`src/rtl/wait_time_estimator_pkg.sv`:
```
// Shared queue-management definitions: FSM state encoding, default widths
// and the numerator width helper used by the estimator and the counter/display blocks.
package qms_pkg;

   typedef enum logic [1:0] {
      IDLE = 2'd0,
      DIV  = 2'd1,
      DONE = 2'd2
   } qms_state_e;

   localparam int DEF_PCOUNT_W = 3;
   localparam int DEF_TCOUNT_W = 2;
   localparam int DEF_SVC_TIME = 3;

   // Width that holds pcount*svc exactly: max is (2^pw-1)*svc < 2^pw * 2^clog2(svc+1).
   function automatic int calc_num_w(input int pw, input int svc);
      return pw + $clog2(svc + 1);
   endfunction

   localparam int DEF_NUM_W = calc_num_w(DEF_PCOUNT_W, DEF_SVC_TIME);

endpackage

```
`src/rtl/wait_time_estimator_if.sv`:
```
// Request/response bundle between the counters (master) and the wait-time
// estimator (slave): valid/ready request in, one-cycle result pulse out.
interface wait_time_estimator_if #(
   parameter int PCOUNT_W = 3,
   parameter int TCOUNT_W = 2,
   parameter int NUM_W    = 5
);
   logic                in_valid;
   logic                in_ready;
   logic [PCOUNT_W-1:0] pcount;
   logic [TCOUNT_W-1:0] tcount;
   logic                out_valid;
   logic [NUM_W-1:0]    wtime_bin;
   logic                no_teller;

   modport master (
      output in_valid, pcount, tcount,
      input  in_ready, out_valid, wtime_bin, no_teller
   );

   modport slave (
      input  in_valid, pcount, tcount,
      output in_ready, out_valid, wtime_bin, no_teller
   );
endinterface

```
`src/rtl/wait_time_estimator_divider.sv`:
```
// wt_divider: iterative unsigned restoring divider, one quotient bit per
// cycle, MSB first. The final iteration's quotient/remainder are presented
// combinationally alongside o_last so the caller can register them on that edge.
module wt_divider #(
   parameter int NUM_W = 5,
   parameter int DEN_W = 2
) (
   input  logic             clk,
   input  logic             rst,
   input  logic             i_start,
   input  logic [NUM_W-1:0] i_num,
   input  logic [DEN_W-1:0] i_den,
   output logic             o_last,
   output logic [NUM_W-1:0] o_quot,
   output logic [DEN_W:0]   o_rem
);
   localparam int CNT_W = $clog2(NUM_W + 1);

   logic             r_busy;
   logic [CNT_W-1:0] r_cnt;
   logic [NUM_W-1:0] r_quot;   // dividend bits shift out of the top, quotient bits shift in
   logic [DEN_W-1:0] r_rem;    // partial remainder is always < divisor, so DEN_W bits suffice
   logic [DEN_W-1:0] r_den;

   logic [DEN_W:0]   w_shift;
   logic             w_ge;
   logic [DEN_W:0]   w_rem_nxt;
   logic [NUM_W-1:0] w_quot_nxt;

   // One restoring step: shift in next dividend bit, subtract divisor if it fits.
   always_comb begin
      w_shift    = {r_rem, r_quot[NUM_W-1]};
      w_ge       = (w_shift >= {1'b0, r_den});
      w_rem_nxt  = w_ge ? (w_shift - {1'b0, r_den}) : w_shift;
      w_quot_nxt = {r_quot[NUM_W-2:0], w_ge};
   end

   assign o_last = r_busy && (r_cnt == CNT_W'(NUM_W - 1));
   assign o_quot = w_quot_nxt;
   assign o_rem  = w_rem_nxt;

   // Load operands on start, then iterate NUM_W times.
   always_ff @(posedge clk) begin
      if (rst) begin
         r_busy <= 1'b0;
         r_cnt  <= '0;
         r_quot <= '0;
         r_rem  <= '0;
         r_den  <= '0;
      end else if (i_start) begin
         r_busy <= 1'b1;
         r_cnt  <= '0;
         r_quot <= i_num;
         r_rem  <= '0;
         r_den  <= i_den;
      end else if (r_busy) begin
         r_quot <= w_quot_nxt;
         r_rem  <= w_rem_nxt[DEN_W-1:0];
         r_cnt  <= r_cnt + 1'b1;
         if (o_last) r_busy <= 1'b0;
      end
   end
endmodule

```
`src/rtl/wait_time_estimator.sv`:
```
// wait_time_estimator: wtime = pcount*SVC_TIME/tcount via a sequential
// divider behind a valid/ready handshake. Result appears as a one-cycle
// out_valid pulse and is held until the next result.
// Build option: define WTIME_CEIL_EN to round the quotient up instead of down.
module wait_time_estimator
   import qms_pkg::*;
#(
   parameter int PCOUNT_W = DEF_PCOUNT_W,
   parameter int TCOUNT_W = DEF_TCOUNT_W,
   parameter int SVC_TIME = DEF_SVC_TIME,
   parameter int NUM_W    = calc_num_w(PCOUNT_W, SVC_TIME)
) (
   input  logic                  clk,
   input  logic                  rst,
   wait_time_estimator_if.slave  bus
);
`ifdef WTIME_CEIL_EN
   localparam bit CEIL_EN = 1'b1;
`else
   localparam bit CEIL_EN = 1'b0;
`endif

   qms_state_e r_state, w_state_nxt;

   logic             w_accept;
   logic             w_tzero;
   logic [NUM_W-1:0] w_num;
   logic             w_div_last;
   logic [NUM_W-1:0] w_div_quot;
   logic [TCOUNT_W:0] w_div_rem;
   logic             w_round;
   logic [NUM_W-1:0] w_wtime_nxt;
   logic [NUM_W-1:0] r_wtime;
   logic             r_no_teller;

   assign w_accept = (r_state == IDLE) && bus.in_valid;
   assign w_tzero  = (bus.tcount == '0);
   // Exact product: NUM_W is sized so this never wraps.
   assign w_num    = NUM_W'(bus.pcount) * NUM_W'(SVC_TIME);

   wt_divider #(
      .NUM_W (NUM_W),
      .DEN_W (TCOUNT_W)
   ) u_div (
      .clk     (clk),
      .rst     (rst),
      .i_start (w_accept && !w_tzero),
      .i_num   (w_num),
      .i_den   (bus.tcount),
      .o_last  (w_div_last),
      .o_quot  (w_div_quot),
      .o_rem   (w_div_rem)
   );

   // Round-up is folded into the result register; quotient+1 cannot
   // overflow since a nonzero remainder implies quotient < numerator.
   assign w_round     = CEIL_EN && (w_div_rem != '0);
   assign w_wtime_nxt = w_div_quot + NUM_W'(w_round);

   // State register.
   always_ff @(posedge clk) begin
      if (rst) r_state <= IDLE;
      else     r_state <= w_state_nxt;
   end

   // Next-state: zero tellers bypasses the divider straight to DONE.
   always_comb begin
      w_state_nxt = r_state;
      case (r_state)
         IDLE: if (w_accept) w_state_nxt = w_tzero ? DONE : DIV;
         DIV:  if (w_div_last) w_state_nxt = DONE;
         DONE: w_state_nxt = IDLE;
         default: w_state_nxt = IDLE;
      endcase
   end

   // Result registers, loaded on the edge entering DONE and held afterwards.
   always_ff @(posedge clk) begin
      if (rst) begin
         r_wtime     <= '0;
         r_no_teller <= 1'b0;
      end else if (w_accept && w_tzero) begin
         r_wtime     <= '0;
         r_no_teller <= 1'b1;
      end else if ((r_state == DIV) && w_div_last) begin
         r_wtime     <= w_wtime_nxt;
         r_no_teller <= 1'b0;
      end
   end

   assign bus.in_ready  = (r_state == IDLE);
   assign bus.out_valid = (r_state == DONE);
   assign bus.wtime_bin = r_wtime;
   assign bus.no_teller = r_no_teller;
endmodule
```
`src/flat_wrapper.sv`:
```
// flat-port wrapper written by rule: the top's interface ports become plain ports
module wait_time_estimator_flat import qms_pkg::*;
#(
   parameter int PCOUNT_W = DEF_PCOUNT_W,
   parameter int TCOUNT_W = DEF_TCOUNT_W,
   parameter int SVC_TIME = DEF_SVC_TIME,
   parameter int NUM_W    = calc_num_w(PCOUNT_W, SVC_TIME)
)
  (clk, rst, bus_in_valid, bus_pcount, bus_tcount, bus_in_ready, bus_out_valid, bus_wtime_bin, bus_no_teller);
  wait_time_estimator_if #(.PCOUNT_W(PCOUNT_W), .TCOUNT_W(TCOUNT_W), .NUM_W(NUM_W)) bus_i ();
  input  logic clk;
  input  logic rst;
  input wire logic [$bits(bus_i.in_valid)-1:0] bus_in_valid;
  input wire logic [$bits(bus_i.pcount)-1:0] bus_pcount;
  input wire logic [$bits(bus_i.tcount)-1:0] bus_tcount;
  output wire logic [$bits(bus_i.in_ready)-1:0] bus_in_ready;
  output wire logic [$bits(bus_i.out_valid)-1:0] bus_out_valid;
  output wire logic [$bits(bus_i.wtime_bin)-1:0] bus_wtime_bin;
  output wire logic [$bits(bus_i.no_teller)-1:0] bus_no_teller;
  assign bus_i.in_valid = bus_in_valid;
  assign bus_i.pcount = bus_pcount;
  assign bus_i.tcount = bus_tcount;
  assign bus_in_ready = bus_i.in_ready;
  assign bus_out_valid = bus_i.out_valid;
  assign bus_wtime_bin = bus_i.wtime_bin;
  assign bus_no_teller = bus_i.no_teller;
  wait_time_estimator #(.PCOUNT_W(PCOUNT_W), .TCOUNT_W(TCOUNT_W), .SVC_TIME(SVC_TIME), .NUM_W(NUM_W)) u_core (.clk(clk), .rst(rst), .bus(bus_i));
endmodule
```
`config.mk`:
```
export PLATFORM = sky130hd
export DESIGN_NAME = wait_time_estimator_flat
export DESIGN_NICKNAME = d
export VERILOG_FILES = /design/src/rtl/wait_time_estimator_pkg.sv /design/src/rtl/wait_time_estimator_if.sv /design/src/rtl/wait_time_estimator_divider.sv /design/src/rtl/wait_time_estimator.sv /design/src/flat_wrapper.sv
export SDC_FILE = /design/constraint.sdc
export NUM_CORES = 1
export LEC_CHECK = 0
export ABC_AREA = 0
export CORE_MARGIN = 8
export CORE_UTILIZATION = 30
export DETAILED_ROUTE_END_ITERATION = 12
export SYNTH_ARGS = -nofsm -noshare
export SYNTH_HDL_FRONTEND = slang
export SYNTH_SLANG_ARGS = --single-unit
export TNS_END_PERCENT = 30
```
`constraint.sdc`:
```
create_clock -name clk -period 2 [get_ports clk]
set_clock_uncertainty 0.1 [all_clocks]
set_input_delay 0.3 -clock clk [delete_from_list [all_inputs] [get_ports clk]]
set_output_delay 0.3 -clock clk [all_outputs]
set_load 0.005 [all_outputs]
```
==> metrics.md, run 1 <==
| Metric | Value |
|---|---|
| Port bufs | 15 |
| Post_cts resized | 0 |
| Outcome | completed |
| Peak VDD IR | 0.4361 mV |
| Average wire per standard cell | 11.88 microns |
| Leakage | 0.0004624 uW |
| CP required | 1.60 ns |
| WP data arrival | 1.45 ns |
| Die W | 75.23 microns |
| Fmax | 0.5399 GHz |
| Critical Path Start Type | register |
| DPL Wire Length | 1.627 mm |
| Crit Reg-Reg Startpoint | u_core.u_div.r_quot[4] |
| Pwr dens | 663.1 nW/um^2 |
| Setup repair bufs after CTS | 0 |
| Worst Hold Class | register to register |
| Minimum clock period | 1.852 ns |
| Hold Crit Depth | 2 |
| Clock root cell | clkbuf_4 |
| CP Max Fanout | 6 |
| # hold bufs at CTS | 0 |
| CTS Buffer Depth | 2 |
| Cells on worst reg2reg path | 6 |
| Synth Instances | 111 |
| Post-synth cell types | 29 |
| First-pass GRT wire length | 3.581 mm |
| Vias in the first global route | 828 |
| Routed wire length | 2.091 mm |
| Fraction of layout cells with a size suffix above 1 | 0.1077 |
| Pins over their slew limit | 0 |
| DP Area | 1270 sq um |
| Ports | 16 |
| Gr ovfl total | 0 |
| Fillers | 350 |
| Final Net Count | 147 |
| Hold path start | u_core.u_div.r_den[1] |
| Post-Syn Area per Cell | 9.480 sq um |
| Worst setup margin | 0.1478 ns |
| H-tree levels | 1 |
| Setup TNS Final | 0 ns |
| Crit end category | output port |
| Fin crit share | 0.9261 |
| WS Path Type | register to output port |
| Initial Utilization | 0.3129 |
| CTS buffer count | 3 |
| Worst rel slew slack | 0.6980 |
| # setup viols final | 0 |
| Synthesis-stage register bit count | 21 |
| Post-synthesis sequential area ratio | 0.3995 |
| Initial DRC Count | 22 |
| Die height | 75.23 microns |
| Design area | 1297 sq um |
| ANT cells | 0 |
| GRT Overall Usage | 0.08152 |
| Setup slack at placement | 0.03470 ns |
| Synth Cell Area | 1052 sq um |
| Gp weighted congestion | 0.6712 |
| CP startpoint | u_core.r_state[1] |
| Drt pass-1 iters | 4 |
| Antenna-violating nets left | 0 |
| Clk slew on worst S/H paths | 0.13 ns |
| Row count | 21 |
| Max Cap Viol | 0 |
| Hold Fails Final Rpt | 0 |
| Area growth from synthesis to layout | 23.31% |
| Final Power | 860.4 uW |
| RSZ-0062 raised after global routing | false |
| Slew @ Worst Pin | 0.4530 ns |
| CTS tree | done |
| Mapped Nets | 127 |
| Antenna violations before repair | 0 |
| Latest clock arrival within the worst-skew pair | 0.31 ns |
| Core area | 3363 sq um |
| Largest net degree at the start of global routing | 16 |
| # DRC | 0 |
| Num Clock Sinks | 21 |
| Via Count | 817 |
| Vias/cell | 4.642 |
| Die area | 5659 sq um |
| Yosys warning count | 0 |
## flip-flops by register name, summed over array words and instances, names as in the netlist
name / cells
u_core.u_div.r_den: 2
u_core.bus.wtime_bin: 5
u_core.bus.no_teller: 1
u_core.u_div.r_cnt: 3
u_core.u_div.r_rem: 2
u_core.u_div.r_quot: 5
u_core.r_state: 2
u_core.u_div.r_busy: 1
## synth_stat cells
| library cell | number | area [sq um] |
|---|---|---|
| dfxtp_1 | 21 | 420.4 |
| buf_2 | 1 | 5.000 |
| a2111oi_2 | 1 | 15.01 |
| o31ai_1 | 1 | 7.510 |
| nor3b_1 | 1 | 7.510 |
| and2b_4 | 1 | 10.01 |
| nor3_1 | 3 | 15.01 |
| ha_1 | 7 | 87.58 |
| inv_1 | 7 | 26.28 |
| nor3b_2 | 1 | 12.51 |
| a21oi_1 | 8 | 40.04 |
| clkbuf_1 | 2 | 7.510 |
| nand3b_1 | 1 | 7.510 |
| a211oi_1 | 7 | 52.55 |
| a21boi_1 | 1 | 7.510 |
| nor2_1 | 12 | 45.04 |
| xor2_1 | 2 | 17.52 |
| nand3_2 | 1 | 10.01 |
| nor2b_1 | 1 | 6.260 |
| mux2i_1 | 9 | 90.09 |
| nand2b_1 | 4 | 25.02 |
| fa_1 | 1 | 20.02 |
| a211o_1 | 2 | 17.52 |
| o21ai_2 | 1 | 8.760 |
| nor3b_4 | 1 | 18.77 |
| xnor2_1 | 1 | 8.760 |
| a2111oi_0 | 1 | 8.760 |
| a211oi_2 | 1 | 12.51 |
| nand2_1 | 11 | 41.29 |
## final cells by class
type,instances,area (sq um),area share
tap,46,57.56,0.04436
clock inverter,1,5.005,0.003857
inverter,7,26.28,0.02025
multi-input combinational,80,593.1,0.4571
sequential,21,420.4,0.3240
timing repair buffer,18,172.7,0.1331
clock buffer,3,22.52,0.01736
## kinds of logic (layout without fill, tap and decap cells)
logic type,Yosys count,after routing,share of synthesized area
multiplexers,9,9,0.08562
flip-flops,21,21,0.3995
AND/OR/NAND/NOR,37,37,0.1891
adder cells (fa/ha/maj),8,8,0.1023
XOR/XNOR,3,3,0.02497
buffers and inverters,10,29,0.03686
AO/OA/AOI/OAI,23,23,0.1617
## stage by stage
stage | hold WS, ns | instances | util
CTS | 0.3762 | 176 | 0.3858
global placement | 0.3479 | 172 | 0.3776
finish | 0.3764 | 176 | 0.3858
detailed placement | 0.3593 | 172 | 0.3776
global route | 0.4110 | 176 | 0.3858
floorplan | 0.3360 | 111 | -
## cells in the final DEF (no fill, tap or decap), types with 3 or more instances in the layout
master	count
nor3_1	3
a21oi_1	8
ha_1	7
mux2i_1	9
nor2_1	12
nand2_1	11
clkbuf_4	3
a211oi_1	7
dfxtp_1	21
clkdlybuf4s50_1	15
nand2b_1	4
inv_1	7
buf_4	3
## critical path, cell delays in order (launching register included)
cell and delay [ns]:
dfxtp_1 0.48, nor2b_1 0.17, clkdlybuf4s50_1 0.51
## power breakdown
| part | switching, uW | total [uW] | internal (uW) |
|---|---|---|---|
| Clock | 136 | 211 | 74.6 |
| Combinational | 90.8 | 180 | 89.6 |
| Sequential | 24.0 | 469 | 445 |
| Total | 251 | 860 | 610 |
## metal layers
| layer | track usage | routed length (microns) |
|---|---|---|
| met5 | 0 | 0 |
| met4 | 0.03198 | 28 |
| met3 | 0.02130 | 49 |
| met2 | 0.1353 | 997 |
| met1 | 0.09724 | 1015 |
## worst paths after layout
kind / to / slack [ns]
worst max-delay path: bus_out_valid / 0.15
worst min register to register: u_core.u_div.r_den[1] / 0.38
worst max register to register: u_core.u_div.r_rem[1] / 0.33
worst min-delay path: u_core.u_div.r_den[1] / 0.38
No activity file was read; power rests on OpenSTA's default activity.
==> inputs of run 2 (changes only) <==
--- a/config.mk
+++ b/config.mk
@@ -9,6 +9,8 @@
 export CORE_MARGIN = 8
 export CORE_UTILIZATION = 30
 export DETAILED_ROUTE_END_ITERATION = 12
+export PLACE_DENSITY = 0.45
+export SETUP_SLACK_MARGIN = 0.5
 export SYNTH_ARGS = -nofsm -noshare
 export SYNTH_HDL_FRONTEND = slang
 export SYNTH_SLANG_ARGS = --single-unit
==> metrics.md, run 2 (synthesis results as in run 1) <==
| Metric | Value |
|---|---|
| Setup TNS Final | 0 ns |
| Vias/cell | 4.625 |
| CTS Buffer Depth | 2 |
| Pwr dens | 621.3 nW/um^2 |
| Cells on worst reg2reg path | 7 |
| First-pass GRT wire length | 3.705 mm |
| Core area | 3363 sq um |
| Leakage | 0.0005513 uW |
| Post-placement cell count | 173 |
| Setup slack at placement | 0.002162 ns |
| Combinational fraction of design power | 0.252 |
| Fin crit share | 0.7794 |
| WS Path Type | register to output port |
| Worst setup margin | 0.4411 ns |
| CP max-delay cell | clkdlybuf4s50_1 |
| Final Net Count | 155 |
| Worst reg-to-reg setup slack | 0.51 ns |
| Minimum clock period | 1.559 ns |
| Die area | 5659 sq um |
| CTS tree | done |
| Outcome | completed |
| Switching pwr | 265.8 uW |
| Fraction of layout cells with a size suffix above 1 | 0.3188 |
| Via Count | 851 |
| Die W | 75.23 microns |
| CP delay by family, top | buffers and inverters |
| Worst Hold Class | primary input to register |
| Most common cell after layout, fill and taps aside | nor2_1 |
| Crit path to | bus_wtime_bin[0] |
| # hold bufs at CTS | 0 |
| Worst rel slew slack | 0.6995 |
| Worst path depth | 1 |
| Row count | 21 |
| Pins over their slew limit | 0 |
| Fmax | 0.6415 GHz |
| Latest clock arrival within the worst-skew pair | 0.31 ns |
| Clock root cell | clkbuf_4 |
| ANT cells | 0 |
| Ports | 16 |
| Crit end category | output port |
| Reg2reg end | u_core.bus.wtime_bin[3] |
| Int Power | 637.5 uW |
| Sequential share of power | 0.516 |
| Hold Fails Final Rpt | 0 |
| Slew @ Worst Pin | 0.4507 ns |
| Gp weighted congestion | 0.6899 |
| Antenna violations before repair | 0 |
| Critical Path Start Type | register |
| Vias in the first global route | 814 |
| Num Clock Sinks | 21 |
| Hold slack | 0.2922 ns |
| H-tree levels | 1 |
| RSZ-0062 raised after global routing | true |
| Buffers & Inverters on Critical Path | 1 |
| Most frequent cells in the layout | nor2_1, nand2_1, clkdlybuf4s50_1, buf_4, dfxtp_1 |
| Hold Crit Depth | 3 |
| Crit Reg-Reg Startpoint | u_core.u_div.r_cnt[1] |
| Max Cap Viol | 0 |
| Largest net degree at the start of global routing | 17 |
| CP cell instances | clkdlybuf4s50_1 |
| WP data arrival | 1.16 ns |
| Antenna-violating nets left | 0 |
| Util after Layout | 0.4323 |
| Die height | 75.23 microns |
| Peak VDD IR | 0.1838 mV |
| Gr ovfl total | 0 |
| CP Max Fanout | 2 |
| Clock Power Share | 0.232 |
| Routed wire length | 2.325 mm |
| Cell Count, Final, Fillers Out | 184 |
| Net Sw Frac | 0.2942 |
| Port bufs | 15 |
| Drt pass-1 iters | 4 |
| CTS buffer count | 3 |
| Area growth from synthesis to layout | 38.17% |
| Slowest stage delay, CP | 0.49 ns |
| DPL Wire Length | 1.660 mm |
| # DRC | 0 |
| GRT Overall Usage | 0.08763 |
| CP required | 1.60 ns |
| CP startpoint | u_core.bus.wtime_bin[0] |
| Clk slew on worst S/H paths | 0.12 ns |
| Average wire per standard cell | 12.64 microns |
| Initial Utilization | 0.3129 |
| # setup viols final | 0 |
| Initial DRC Count | 13 |
run 2: cell count changes in the layout (fill, tap and decap cells not counted), moves of 3 or more:
cell / change
dfxtp_2: +9
dfxtp_1: -11
ha_1: -4
dlygate4sd2_1: +3
buf_4: +7
ha_4: +3
clkdlybuf4s50_1: -5
inv_2: +3
inv_1: -3
run 2: worst min path at each step:
stage / from / endpoint / slack, ns
2_1_floorplan: bus_pcount[0] / u_core.u_div.r_quot[0] / 0.34
3_3_place_gp: u_core.u_div.r_den[1] / u_core.u_div.r_den[1] / 0.35
3_5_place_dp: u_core.u_div.r_den[1] / u_core.u_div.r_den[1] / 0.36
4_1_cts: bus_pcount[0] / u_core.u_div.r_quot[0] / 0.28
5_1_grt: bus_pcount[0] / u_core.u_div.r_quot[0] / 0.30
6_report: bus_pcount[0] / u_core.u_div.r_quot[0] / 0.29
run 2: metrics by stage:
step                power (uW)  instance area (sq um)
floorplan                596.6                   1052
global placement         664.5                   1277
detailed placement       666.0                   1277
CTS                      908.4                   1390
global route             963.5                   1454
finish                   903.3                   1454
run 2: area by class of cell:
type                       count  area (sq um)
timing repair buffer          26         239.0
multi-input combinational     80         664.4
clock inverter                 1         5.005
tap                           46         57.56
inverter                       7         26.28
sequential                    21         439.2
clock buffer                   3         22.52
fill                         372          1909
run 2: power by group through the flow:
| stage | Combinational (uW) | Clock [uW] | Sequential (uW) |
|---|---|---|---|
| final | 227 | 209 | 467 |
| after global routing | 256 | 238 | 470 |
| after CTS | 222 | 220 | 466 |
| after detailed placement | 187 | 0 | 479 |
| after global placement | 185 | 0 | 479 |
| after floorplan | 123 | 0 | 473 |
run 2: routing by layer:
metal	up-vias	global-route usage	share of wire
met5	-	0	0
met4	0	0.06397	0.029
met3	5	0.02130	0.048
met2	15	0.1353	0.46
met1	392	0.1030	0.46
li1	439	-	-
run 2: what timing repair did:
action | 4_1_cts | 5_1_grt
resized for setup | 17 | 16
pin swaps | 4 | 2
setup buffers | 4 | 3
setup endpoints to repair | 19 | 19
